## config.mk

```make
export PLATFORM = sky130hd
export DESIGN_NAME = bram_port_arbiter
export DESIGN_NICKNAME = d
export VERILOG_FILES = /design/src/rtl/bram_port_arbiter_pkg.sv /design/src/rtl/bram_port_arbiter_rr_pick2.sv /design/src/rtl/bram_port_arbiter.sv
export SDC_FILE = /design/constraint.sdc
export NUM_CORES = 1
export LEC_CHECK = 0
export CAP_MARGIN = 20
export CORE_MARGIN = 2
export CORE_UTILIZATION = 21
export CTS_BUF_LIST = sky130_fd_sc_hd__clkbuf_4 sky130_fd_sc_hd__clkbuf_8
export DETAILED_ROUTE_END_ITERATION = 6
export GPL_ROUTABILITY_DRIVEN = 0
export HOLD_SLACK_MARGIN = 0.06
export PLACE_DENSITY = 0.77
export SLEW_MARGIN = 20
export SYNTH_ARGS = -nofsm -noshare
export SYNTH_HDL_FRONTEND = slang
export SYNTH_SLANG_ARGS = --single-unit
export TNS_END_PERCENT = 20
```

## constraint.sdc

```tcl
create_clock -name clk -period 2.1 [get_ports clk]
set_clock_uncertainty 0.2 [all_clocks]
set_input_delay 0.63 -clock clk [delete_from_list [all_inputs] [get_ports clk]]
set_output_delay 0.63 -clock clk [all_outputs]
set_load 0.03 [all_outputs]
```

## src/rtl/bram_port_arbiter_pkg.sv

```systemverilog
// Shared widths, requester IDs and lock bound for the two-master BRAM port arbiter.
package bram_port_arbiter_pkg;

   localparam int DEF_ADDR_W   = 10;
   localparam int DEF_DATA_W   = 16;
   localparam int DEF_MAX_LOCK = 4;

   localparam logic REQ0 = 1'b0;
   localparam logic REQ1 = 1'b1;

endpackage

```

## src/rtl/bram_port_arbiter_rr_pick2.sv

```systemverilog
// Combinational 2-way round-robin picker: a lone requester wins, ties go to ptr.
// Output is one-hot or zero.
module rr_pick2 (
   input  logic [1:0] req,
   input  logic       ptr,
   output logic [1:0] gnt
);

   always_comb begin
      gnt    = 2'b00;
      gnt[0] = req[0] && (!req[1] || !ptr);
      gnt[1] = req[1] && (!req[0] ||  ptr);
   end

endmodule

```

## src/rtl/bram_port_arbiter.sv

```systemverilog
// Shares one registered-output BRAM port between two masters: round-robin grant in the
// request cycle, read data returned one cycle later, bounded lock for back-to-back access.
module bram_port_arbiter
   import bram_port_arbiter_pkg::*;
#(
   parameter int ADDR_W   = DEF_ADDR_W,
   parameter int DATA_W   = DEF_DATA_W,
   parameter int MAX_LOCK = DEF_MAX_LOCK
) (
   input  logic              clk,
   input  logic              rst,
   input  logic              req0,
   input  logic              req1,
   input  logic              we0,
   input  logic              we1,
   input  logic              lock0,
   input  logic              lock1,
   input  logic [ADDR_W-1:0] addr0,
   input  logic [ADDR_W-1:0] addr1,
   input  logic [DATA_W-1:0] wdata0,
   input  logic [DATA_W-1:0] wdata1,
   output logic              gnt0,
   output logic              gnt1,
   output logic              rvalid0,
   output logic              rvalid1,
   output logic [DATA_W-1:0] rdata0,
   output logic [DATA_W-1:0] rdata1,
   output logic [ADDR_W-1:0] mem_addr,
   output logic [DATA_W-1:0] mem_din,
   output logic              mem_we,
   input  logic [DATA_W-1:0] mem_dout
);

   localparam int            CW       = $clog2(MAX_LOCK);
   localparam logic [CW-1:0] CNT_LAST = CW'(MAX_LOCK - 1);

   logic          ptr;
   logic          owner;
   logic          lock_prev;
   logic [CW-1:0] lock_cnt;
   logic          rd_pend;
   logic          rd_id;

   logic [1:0] req_v;
   logic [1:0] pick;
   logic [1:0] gnt_v;
   logic       hold;
   logic       winner;
   logic       any;
   logic       win_lock;

   assign req_v = {req1, req0};

   // The hold only continues while the owner keeps requesting; dropping req ends it at once.
   assign hold = lock_prev && req_v[owner] && (lock_cnt < CNT_LAST);

   rr_pick2 u_pick (
      .req (req_v),
      .ptr (ptr),
      .gnt (pick)
   );

   always_comb begin
      gnt_v = pick;
      if (rst)
         gnt_v = 2'b00;
      else if (hold)
         gnt_v = (owner == REQ1) ? 2'b10 : 2'b01;
   end

   assign gnt0     = gnt_v[0];
   assign gnt1     = gnt_v[1];
   assign winner   = gnt_v[1];
   assign any      = |gnt_v;
   assign win_lock = winner ? lock1 : lock0;

   always_comb begin
      mem_addr = '0;
      mem_din  = '0;
      mem_we   = 1'b0;
      if (gnt_v[1]) begin
         mem_addr = addr1;
         mem_din  = wdata1;
         mem_we   = we1;
      end else if (gnt_v[0]) begin
         mem_addr = addr0;
         mem_din  = wdata0;
         mem_we   = we0;
      end
   end

   always_ff @(posedge clk or posedge rst) begin
      if (rst) begin
         ptr       <= 1'b0;
         owner     <= 1'b0;
         lock_prev <= 1'b0;
         lock_cnt  <= '0;
         rd_pend   <= 1'b0;
         rd_id     <= 1'b0;
      end else begin
         lock_prev <= 1'b0;
         rd_pend   <= any && !mem_we;
         if (any) begin
            owner     <= winner;
            ptr       <= ~winner;
            lock_prev <= win_lock;
            lock_cnt  <= hold ? lock_cnt + CW'(1) : '0;
            if (!mem_we)
               rd_id <= winner;
         end
      end
   end

   assign rvalid0 = !rst && rd_pend && (rd_id == REQ0);
   assign rvalid1 = !rst && rd_pend && (rd_id == REQ1);
   assign rdata0  = mem_dout;
   assign rdata1  = mem_dout;

endmodule

```

==> results of run 1 <==
==> registers in the layout (all words and copies together), names as in the netlist <==
register   flops
lock_cnt       2
lock_prev      1
owner          1
ptr            1
rd_id          1
rd_pend        1
==> Yosys cell counts, drive strengths merged <==
| cell type | n |
|---|---|
| buf | 38 |
| inv | 3 |
| nand4bb | 1 |
| or2 | 1 |
| nor2b | 1 |
| dfrtp | 7 |
| nand4b | 1 |
| nand2 | 4 |
| ha | 1 |
| mux2 | 1 |
| o21ai | 2 |
| and3 | 1 |
| nor3b | 2 |
| a21bo | 1 |
| a22o | 29 |
| nand2b | 1 |
| nand3 | 1 |
| o2111a | 2 |
| o21ba | 1 |
| o211ai | 1 |
| o21bai | 2 |
==> power groups by stage <==
stage | clock network (mW) | registers (mW) | logic [mW]
floorplan | 0 | 0.167 | 0.413
global placement | 0 | 0.171 | 0.562
detailed placement | 0 | 0.171 | 0.566
CTS | 0.203 | 0.170 | 0.610
global route | 0.216 | 0.175 | 0.642
finish | 0.199 | 0.172 | 0.610
==> how the worst min path moves through the flow <==
stage | to | from | slack (ns)
floorplan | lock_cnt[0] | rst | 0.21
global placement | lock_cnt[1] | lock_cnt[1] | 0.28
detailed placement | lock_cnt[1] | lock_cnt[1] | 0.29
CTS | lock_cnt[1] | lock_cnt[1] | 0.30
global route | lock_cnt[1] | rst | 0.33
finish | ptr | rst | 0.31
==> routing by layer <==
metal,vias up,GRT usage
li1,494,-
met4,0,0.0321
met3,8,0.0433
met2,46,0.206
met1,456,0.139
met5,-,0
==> cell type report <==
| cell class | count | area [um2] | share of cell area |
|---|---|---|---|
| clock buffers | 4 | 48.8 | 0.0231 |
| flip-flops and latches | 7 | 175 | 0.0828 |
| well taps | 52 | 65.1 | 0.0308 |
| repair buffers | 108 | 1120 | 0.531 |
| multi-input cells | 53 | 688 | 0.325 |
| inverters | 3 | 15.0 | 0.00710 |
==> metrics by stage <==
stage	std cells	utilization	setup TNS [ns]
after floorplan	101	-	-4.56
after global placement	221	0.449	-25.86
after detailed placement	221	0.449	-26.34
after CTS	227	0.488	-14.12
after global routing	227	0.492	-15.78
final	227	0.492	-13.42
==> worst max-delay path: cells and delay by family, from the launching register on <==
| kind | cells | cell delay, ns |
|---|---|---|
| AO/OA/AOI/OAI | 2 | 0.45 |
| adder cells (fa/ha/maj) | 1 | 0.19 |
| buffers and inverters | 2 | 0.31 |
| flip-flops | 1 | 0.40 |
| AND/OR/NAND/NOR | 1 | 0.19 |
==> cell families (layout without fill, tap and decap cells) <==
logic type,after synthesis,count (layout),synth area share
AOI/OAI and AO/OA,38,38,0.357
buffers and inverters,41,115,0.333
and+or+nand+nor,13,13,0.0947
adders and majority gates,1,1,0.0135
muxes,1,1,0.0122
DFF,7,7,0.189
==> repair_timing <==
item,CTS,global route
endpoints found under the setup margin,31,30
resized for setup,43,5
hold buffers,0,0
pin swaps,3,2
setup buffers,2,0
==> PnR_summary.wiki, run 1 <==
{| class="wikitable"
! Metric !! Value
|-
| Status || complete, but fails checks
|-
| Violated checks || negative setup slack
|-
| DR vias/cell || 4.42
|-
| Peak per-stage delay on the critical path || 0.40 ns
|-
| Worst setup EP type || primary output
|-
| Leakage component of the power || approximately 0.96 nW
|-
| FF-to-FF Start || lock_cnt[0]
|-
| Area fraction of the dominant cell type after synthesis || 0.284
|-
| Final setup vio count || 30
|-
| Number of port buffers || 90
|-
| Overall die area || a little under 5000 um2
|-
| Number of levels in the clock H-tree || 1
|-
| Flip-flop and latch count after synthesis || 7
|-
| Root cell of the clock tree || sky130_fd_sc_hd__clkbuf_8
|-
| Post-route antenna net violation count || 0
|-
| Worst setup path category || reg -> out
|-
| Sum of met2 wire segment lengths after detailed routing || approximately 1600 um
|-
| Unique masters post-synth || 23
|-
| Dpl ws || -0.872 ns
|-
| Count of routing violations after the opening detailed-route iteration || 8
|-
| Highest metal layer with signal wires || met4
|-
| Top cells by area, synth || sky130_fd_sc_hd__buf_4, sky130_fd_sc_hd__a22o_1, sky130_fd_sc_hd__dfrtp_1, sky130_fd_sc_hd__buf_6, sky130_fd_sc_hd__nand2_1
|-
| Number of cells on the worst reg-to-reg path || 5
|-
| Avg Cell Area, Syn || a little over 9 um2
|-
| Ys Warns || 0
|-
| Worst setup path endpoint || mem_we
|-
| Row count || 24
|-
| Share of the clock period used by the worst path || 1.23
|-
| Cells along the critical path || ha_4 > nand4bb_1 > o2111a_2 > buf_12 > a22o_4 > buf_12
|-
| Worst Slack Setup Final || -0.491 ns
|-
| R2r setup slk || about 0.39 ns
|-
| Cell at the slowest stage of the critical path || sky130_fd_sc_hd__dfrtp_1
|-
| Timing-limited maximum frequency || 386 MHz
|-
| Max Slew Vio Count || 0
|-
| Top cell type by total area after synthesis || sky130_fd_sc_hd__buf_4
|-
| Commonest non-fill, non-tap cell in the layout || sky130_fd_sc_hd__clkdlybuf4s50_1
|-
| Net switching fraction of the power || 0.333
|-
| Final HPWL from detailed placement || around 2400 um
|-
| Pin count of the biggest net entering global routing || 20
|-
| Final Net Count || between 200 and 300
|-
| Final Hold Violating Endpoints || 0
|-
| Later-pin clock latency in the skew report || 0.22 ns
|-
| Gate Count Post-Synth || slightly above 100
|-
| Cell area after layout || 2110 um2
|-
| Wire length reported by the detailed router || roughly 3100 um
|-
| Minimum hold slack || 0.311 ns
|-
| Capturing point of the worst reg2reg path || ptr
|-
| Clk pwr share || 0.203
|-
| Worst EP required || about 1.3 ns
|-
| Share of layout cells above drive strength 1 || 0.526
|-
| Startpoint types || flop
|-
| Number of vias in the routed layout || 1004
|-
| Global-route total usage across every layer || 0.120
|-
| Critical path origin || lock_cnt[0]
|-
| Slew margin rel. || 0.792
|-
| Clock period minus final worst setup slack || 2.59 ns
|-
| Maximum VDD drop || between 0.2 and 0.25 mV
|-
| Clock tree from TritonCTS || built
|-
| Seq/Total Area, Yosys || 0.189
|-
| Most common cell on crit path || sky130_fd_sc_hd__buf_12
|-
| Global-route wire length before repair || 4810 um
|-
| P&R area growth vs syn || 129%
|-
| Starting density of the core || 0.215
|-
| CORE AREA || between 4000 and 5000 um2
|-
| Register share of total power || 0.175
|-
| Routed WL per cell || about 14 um
|-
| Num ports || between 100 and 150
|-
| Biggest fanout along the worst timing path || 19
|-
| First-pass detailed-route iteration total || 4
|-
| Combinational share of power || 0.622
|-
| Clock Pin Slew Worst Setup and Hold Paths || ~0.040 ns
|-
| Worst hold path class || in -> async
|-
| Total CTS buffers || 3
|-
| Combined area of all synthesized cells || 925 um2
|-
| Power dissipated by switching net loads || about 330 uW
|-
| Height of the die || just over 70 um
|-
| Signal arrival time at the worst endpoint || approximately 1.8 ns
|-
| Total clock sinks || 7
|-
| Antenna violations before repair || 0
|-
| Internal power summed over all cells || ~650 uW
|-
| Reported max-cap violation count || 0
|-
| Post-Route M1 WL || between 1000 and 1500 um
|-
| Commonest cells after routing, fill and taps aside || sky130_fd_sc_hd__clkdlybuf4s50_1, sky130_fd_sc_hd__a22o_4, sky130_fd_sc_hd__buf_6
|-
| Net Count, Synth || approximately 180
|-
| Met3 layer wire length in the routed design || 298 um
|-
| Total overflow reported by the global router || 0
|-
| Clock Path Buffers || 2
|-
| Die X || between 70 and 80 um
|-
| RSZ-0062 raised after global routing || yes
|-
| Antenna cells || 0
|-
| Power density cells || 464 nW/um2
|-
| Tot Pwr || just under 1 mW
|-
| Via count of the first global-routing pass || around 1100
|-
| Placed standard-cell area || between 1500 and 2000 um2
|-
| Remaining design rule violation count || 0
|-
| Fillcell total || between 300 and 400
|-
| Transition time of the tightest slew-check pin || between 0.3 and 0.4 ns
|}
(Power assumes the default switching activity.)
==> inputs of run 2 (changes only) <==
- CTS_CLUSTER_DIAMETER: default -> 80
==> results of run 2 <==
Same layout as run 1: the final DEF is identical, and so are final timing and power.
==> inputs of run 3 (changes only) <==
- GPL_ROUTABILITY_DRIVEN: 0 -> default
==> results of run 3 <==
Same layout as run 1: the final DEF is identical, and so are final timing and power.
